===== src/rtl/instr_fetch_unit_pkg.sv =====
// instr_fetch_unit_pkg
// Shared definitions for the instruction fetch unit: datapath width, the
// fetch step size, the default reset fetch address and the FSM state type.
package instr_fetch_unit_pkg;

  localparam int XLEN        = 32;
  localparam int INSTR_BYTES = 4;

  localparam logic [XLEN-1:0] RESET_PC_DEFAULT = 32'h0000_0000;

  // FETCH: normal issue/accept; FLUSH: dropping responses to requests that
  // were in flight when a redirect happened.
  typedef enum logic {
    FETCH = 1'b0,
    FLUSH = 1'b1
  } fetch_state_e;

endpackage


===== src/rtl/instr_fetch_unit_fifo.sv =====
// fetch_fifo
// Small synchronous FIFO holding fetched {pc, word} pairs.
// Ports:
//   clk, rst_n      clock, asynchronous active-low reset
//   i_push, i_wdata write an entry (accepted when not full, or when full
//                   together with a pop)
//   i_pop           drop the head entry (ignored when empty)
//   i_flush         empty the FIFO; wins over push and pop
//   o_rdata         head entry, combinational
//   o_full/o_empty  occupancy flags
//   o_count         number of stored entries
// DEPTH must be a power of two so the pointers wrap naturally.
module fetch_fifo
  import instr_fetch_unit_pkg::*;
#(
  parameter int WIDTH = 64,
  parameter int DEPTH = 2
) (
  input  logic                       clk,
  input  logic                       rst_n,
  input  logic                       i_push,
  input  logic [WIDTH-1:0]           i_wdata,
  input  logic                       i_pop,
  input  logic                       i_flush,
  output logic [WIDTH-1:0]           o_rdata,
  output logic                       o_full,
  output logic                       o_empty,
  output logic [$clog2(DEPTH+1)-1:0] o_count
);

  localparam int AW = $clog2(DEPTH);
  localparam int CW = $clog2(DEPTH+1);

  logic [WIDTH-1:0] r_mem [DEPTH];
  logic [AW-1:0]    r_wptr;
  logic [AW-1:0]    r_rptr;
  logic [CW-1:0]    r_count;
  logic             w_do_pop;
  logic             w_do_push;

  assign o_full    = (r_count == CW'(DEPTH));
  assign o_empty   = (r_count == '0);
  assign o_count   = r_count;
  assign o_rdata   = r_mem[r_rptr];

  // A pop on a full FIFO frees the slot the same-cycle push lands in.
  assign w_do_pop  = i_pop && !o_empty;
  assign w_do_push = i_push && (!o_full || w_do_pop);

  always_ff @(posedge clk or negedge rst_n) begin
    if (!rst_n) begin
      r_wptr  <= '0;
      r_rptr  <= '0;
      r_count <= '0;
    end else if (i_flush) begin
      r_wptr  <= '0;
      r_rptr  <= '0;
      r_count <= '0;
    end else begin
      if (w_do_push) r_wptr <= r_wptr + AW'(1);
      if (w_do_pop)  r_rptr <= r_rptr + AW'(1);
      if (w_do_push && !w_do_pop)      r_count <= r_count + CW'(1);
      else if (!w_do_push && w_do_pop) r_count <= r_count - CW'(1);
    end
  end

  always_ff @(posedge clk) begin
    if (w_do_push && !i_flush) r_mem[r_wptr] <= i_wdata;
  end

endmodule


===== src/rtl/instr_fetch_unit.sv =====
// instr_fetch_unit
// Issues sequential instruction fetches, buffers returned words in order and
// presents them to the decoder; a redirect restarts fetch at a new address
// and throws away every response still in flight.
// Ports:
//   clk, rst_n                      clock, asynchronous active-low reset
//   imem_req/imem_addr/imem_gnt     request channel; a request completes on
//                                   req & gnt, addr held until then
//   imem_rvalid/imem_rdata          in-order responses
//   redirect/redirect_pc            taken branch/jump target
//   instr_valid/instr/instr_pc      head of the instruction buffer
//   instr_ready                     decoder consumes head on valid & ready
//   misalign_err                    sticky misaligned-redirect flag, only when
//                                   FETCH_MISALIGN_CHECK_EN is defined
// Handshake: a transfer happens on a rising edge where the sender's
// req/valid and the receiver's gnt/ready are both 1; the sender holds its
// payload until then.
module instr_fetch_unit
  import instr_fetch_unit_pkg::*;
#(
  parameter logic [XLEN-1:0] RESET_PC = RESET_PC_DEFAULT,
  parameter int              DEPTH    = 2
) (
  input  logic            clk,
  input  logic            rst_n,
  output logic            imem_req,
  output logic [XLEN-1:0] imem_addr,
  input  logic            imem_gnt,
  input  logic            imem_rvalid,
  input  logic [XLEN-1:0] imem_rdata,
  input  logic            redirect,
  input  logic [XLEN-1:0] redirect_pc,
  output logic            instr_valid,
  output logic [XLEN-1:0] instr,
  output logic [XLEN-1:0] instr_pc,
  input  logic            instr_ready
`ifdef FETCH_MISALIGN_CHECK_EN
  ,
  output logic            misalign_err
`endif
);

  localparam int            CW      = $clog2(DEPTH+1);
  localparam logic [CW:0]   DEPTH_C = (CW+1)'(DEPTH);

  fetch_state_e     r_state;
  fetch_state_e     w_state_next;
  logic [XLEN-1:0]  r_fetch_pc;
  logic [CW-1:0]    r_outstanding;   // every request granted but not answered
  logic [CW-1:0]    r_discard;       // of those, how many must be dropped
  logic [CW-1:0]    w_out_next;
  logic [CW-1:0]    w_count;
  logic [CW:0]      w_inflight;
  logic             w_grant;
  logic             w_rsp;
  logic             w_push;
  logic             w_pop;
  logic             w_full;
  logic             w_empty;
  logic [XLEN-1:0]  w_target;
  logic [2*XLEN-1:0] w_head;

  // Credit: never have more words in flight or buffered than buffer slots,
  // so every response always has a place to land.
  assign w_inflight  = {1'b0, r_outstanding} + {1'b0, w_count};
  assign imem_req    = rst_n && (r_state == FETCH) && (w_inflight < DEPTH_C);
  assign imem_addr   = r_fetch_pc;
  assign w_grant     = imem_req && imem_gnt;
  assign w_rsp       = imem_rvalid && (r_outstanding != '0);

  assign instr_valid = !w_empty && (r_state == FETCH);
  assign instr_pc    = w_head[2*XLEN-1:XLEN];
  assign instr       = w_head[XLEN-1:0];

  // Redirect wins over everything else in the same cycle.
  assign w_push   = w_rsp && (r_state == FETCH) && !redirect && (!w_full || w_pop);
  assign w_pop    = instr_valid && instr_ready && !redirect;
  assign w_target = {redirect_pc[XLEN-1:2], 2'b00};

`ifndef FETCH_MISALIGN_CHECK_EN
  logic w_unused_pc_lsbs;
  assign w_unused_pc_lsbs = ^redirect_pc[1:0];
`endif

  always_comb begin
    w_out_next = r_outstanding;
    if (w_grant && !w_rsp)      w_out_next = r_outstanding + CW'(1);
    else if (!w_grant && w_rsp) w_out_next = r_outstanding - CW'(1);
  end

  always_ff @(posedge clk or negedge rst_n) begin
    if (!rst_n) r_state <= FETCH;
    else        r_state <= w_state_next;
  end

  always_comb begin
    w_state_next = r_state;
    if (redirect) begin
      // Includes a request granted in the redirect cycle itself.
      w_state_next = (w_out_next != '0) ? FLUSH : FETCH;
    end else if ((r_state == FLUSH) && w_rsp && (r_discard == CW'(1))) begin
      w_state_next = FETCH;
    end
  end

  always_ff @(posedge clk or negedge rst_n) begin
    if (!rst_n) begin
      r_fetch_pc    <= RESET_PC;
      r_outstanding <= '0;
      r_discard     <= '0;
    end else begin
      r_outstanding <= w_out_next;
      if (redirect) begin
        r_fetch_pc <= w_target;
        r_discard  <= w_out_next;
      end else begin
        if (w_grant) r_fetch_pc <= r_fetch_pc + XLEN'(INSTR_BYTES);
        if ((r_state == FLUSH) && w_rsp) r_discard <= r_discard - CW'(1);
      end
    end
  end

`ifdef FETCH_MISALIGN_CHECK_EN
  logic r_misalign;
  always_ff @(posedge clk or negedge rst_n) begin
    if (!rst_n)                                r_misalign <= 1'b0;
    else if (redirect && (redirect_pc[1:0] != 2'b00)) r_misalign <= 1'b1;
  end
  assign misalign_err = r_misalign;
`endif

  fetch_fifo #(
    .WIDTH (2*XLEN),
    .DEPTH (DEPTH)
  ) u_fifo (
    .clk     (clk),
    .rst_n   (rst_n),
    .i_push  (w_push),
    .i_wdata ({r_pc_for_rsp(r_fetch_pc, r_outstanding), imem_rdata}),
    .i_pop   (w_pop),
    .i_flush (redirect),
    .o_rdata (w_head),
    .o_full  (w_full),
    .o_empty (w_empty),
    .o_count (w_count)
  );

  // The response being written belongs to the oldest outstanding request:
  // fetch_pc has already moved past every outstanding one.
  function automatic logic [XLEN-1:0] r_pc_for_rsp(input logic [XLEN-1:0] pc,
                                                   input logic [CW-1:0]   outst);
    return pc - (XLEN'(outst) * XLEN'(INSTR_BYTES));
  endfunction

endmodule


===== config.mk =====
export PLATFORM = sky130hd
export DESIGN_NAME = instr_fetch_unit
export DESIGN_NICKNAME = d
export VERILOG_FILES = /design/src/rtl/instr_fetch_unit_pkg.sv /design/src/rtl/instr_fetch_unit_fifo.sv /design/src/rtl/instr_fetch_unit.sv
export SDC_FILE = /design/constraint.sdc
export NUM_CORES = 1
export LEC_CHECK = 0
export BUFFER_PORTS_ARGS = -buffer_cell sky130_fd_sc_hd__buf_2
export CORE_MARGIN = 4
export CORE_UTILIZATION = 45
export CTS_BUF_LIST = sky130_fd_sc_hd__clkbuf_8
export DETAILED_ROUTE_END_ITERATION = 10
export GPL_ROUTABILITY_DRIVEN = 0
export PLACE_DENSITY = 0.68
export SKIP_LAST_GASP = 1
export SLEW_MARGIN = 0
export SYNTH_ARGS = -nofsm -noshare
export SYNTH_HDL_FRONTEND = slang
export SYNTH_SLANG_ARGS = --single-unit

===== constraint.sdc =====
create_clock -name clk -period 5.4 [get_ports clk]
set_input_delay 0.54 -clock clk [delete_from_list [all_inputs] [get_ports clk]]
set_output_delay 0.54 -clock clk [all_outputs]
set_load 0.05 [all_outputs]

==> metrics <==
via total after detailed routing about 5,300; ant diodes 0; yosys synthesis warning count 0; Port-buffer cells 161; post-route ant nets 0; Synth-to-Final Area Change 17.7%; final cell count without fillers slightly below 1,000; worst endpoint data arrival time between 2000 and 3000 ps; Setup Viol. Count Final 0; initial antenna violation count 0; Final Slew Violations 0; # DRC 0; clock buffer depth 2; pin slew with the least headroom to its limit 984 ps; Design Power ~3.3 mW; Post-synth EDFFs 124; WL/cell around 18 um; final clock skew 19.7 ps; Unique masters post-synth 53; Fillers roughly 1,500; CTS Sinks between 150 and 200; Worst-Skew Late Latency ~450 ps; worst hold slack approximately 140 ps; unrepaired setup endpoints after global routing no; post-synth top area share approximately half; worst rel slew slack between 30% and 40%; post-cts sizing count 0; vias in the first global route 5,284; mapped cell area 7600 sq um; CP max FO 10; area leader, netlist edfxtp_1; # IOs approximately 170; post-synthesis sequential area ratio a little over 60%; global-route wire length before repair between 20 and 30 mm; Setup crit end kind output port; Min Clock Period, post-route around 3300 ps; Die ar. around 19,000 sq um; final wirelength 17.2 mm; GR Overflow Total 0; fin nets approximately 800; HPWL after DPL between 10 and 15 mm; crit share post-route between 60% and 70%; commonest cells in the synthesized netlist edfxtp_1, mux2_2, dfrtp_1, nor2_1, clkbuf_1; placed cells ~940; fmax ~0.30 GHz; status finished clean; CP required approximately 5000 ps; VDD IR-drop max about 0.00018 V; Row Count between 40 and 50; ranking of synthesized cells by area edfxtp_1, dfrtp_1, mux2_2, xor2_1, nand3_1; Multi-input gate area about 2700 sq um; Top FF cell, synth edfxtp_1; Tot GR Track Use roughly 18%; Pre-antenna DRT Iters 5; CTS tree built; postcts setup bufs 0; critical path type reg -> out; share of cells above drive strength 1 ~36%; Die Ht 138 um; DR iter-0 viols between 300 and 400; Fin Setup TNS 0 ps; Synth async-reset ratio between 20% and 30%; syn avg cell area about 13 sq um; total number of H-tree levels 4; hold crit path type in -> async; Worst Reg-to-Reg Cells 6; Initial Util roughly 46%; Vias/cell 5.47; Cells after Synth roughly 590; CP Launch Type register; most common cell in the synthesized netlist edfxtp_1; Max Cap Violations 0; Final Hold Viols 0; core area ~17,000 sq um; Clock transition at path regs roughly 100 ps; Hold Buf Count CTS 0; FF+latch count, synth approximately 160; Die X approximately 140 um; Reg area about 4700 sq um; clock root buffer clkbuf_8; PD cells approximately 370 nW/um^2; total leakage power about 3.3 nW; Util after Layout between 50% and 60%; CTS buffer count 17; pin count of the biggest net entering global routing 63
layout make-up:
class / count / area share (%)
Timing Repair Buffer: 165 / 9.34
Inverter: 15 / 0.629
Clock buffer: 17 / 2.62
Clock inverter: 15 / 1.85
Tap cell: 220 / 3.08
Sequential cell: 163 / 52.6
Multi-Input combinational cell: 374 / 29.9
state kept, by name, summed over array words and instances (netlist names):
signal / count
r_discard: 2
r_outstanding: 2
r_state: 1
u_fifo.r_rptr: 1
u_fifo.o_count: 2
imem_addr: 30
u_fifo.r_mem: 124
u_fifo.r_wptr: 1
per-layer routing:
layer | vias to the layer above | part of all wire [%] | global-route usage, %
met5 | - | 0 | 0
met4 | 0 | 1.0 | 5.05
met3 | 15 | 7.8 | 4.97
met2 | 210 | 49 | 29.8
met1 | 2571 | 42 | 23.1
li1 | 2503 | - | -
metrics by stage:
step | cell area, sq um | setup slack (ps)
2_1_floorplan | 7610 | 898
3_3_place_gp | 8550 | 2060
3_5_place_dp | 8550 | 2050
4_1_cts | 8940 | 2030
5_1_grt | 8940 | 1850
6_report | 8940 | 2070
cells by family after synthesis:
| logic type | count (synthesis) | share of synthesized area, % |
|---|---|---|
| AOI/OAI and AO/OA | 70 | 5.85 |
| xor gates and xnor gates | 37 | 4.26 |
| adders and majority gates | 7 | 1.35 |
| buffers and inverters | 60 | 3.26 |
| DFF | 163 | 61.8 |
| muxes | 63 | 9.32 |
| other | 1 | 0.0494 |
| and+or+nand+nor | 193 | 14.1 |
final timing paths:
kind	endpoint	from	slack (ps)
setup / recovery	imem_req	r_outstanding[0]	2070
hold / removal	imem_addr[24]	rst_n	140
setup reg to reg	u_fifo.r_mem[0][1]	r_outstanding[1]	2080
hold reg to reg	u_fifo.r_rptr	u_fifo.r_rptr	560
max in group asynchronous	u_fifo.r_rptr	rst_n	4860
min in group clk	u_fifo.r_mem[0][24]	imem_rdata[24]	280
worst max-delay path: stages (launching register included):
cell	delay [ps]
dfrtp_1	450
and2_1	190
fa_1	430
or4b_1	720
inv_2	240
buf_2	310
cells in the final DEF, fill, tap and decap left out, drive strengths merged, types with 11 or more instances in the layout:
cell,count
nor2,33
clkbuf,17
nor3,15
or3,11
o21ai,23
edfxtp,124
dfrtp,39
nand2,29
a31oi,16
nor4,15
inv,25
or4,13
mux2,62
buf,165
nand3,28
xor2,26
xnor2,11
where the power goes:
group | internal (mW) | switching [mW] | total [mW]
registers | 1.48 | 0.106 | 1.58
clock network | 0.388 | 0.489 | 0.877
logic | 0.254 | 0.592 | 0.846
total | 2.12 | 1.19 | 3.30
Note: power is estimated with default switching activity, not from simulation.
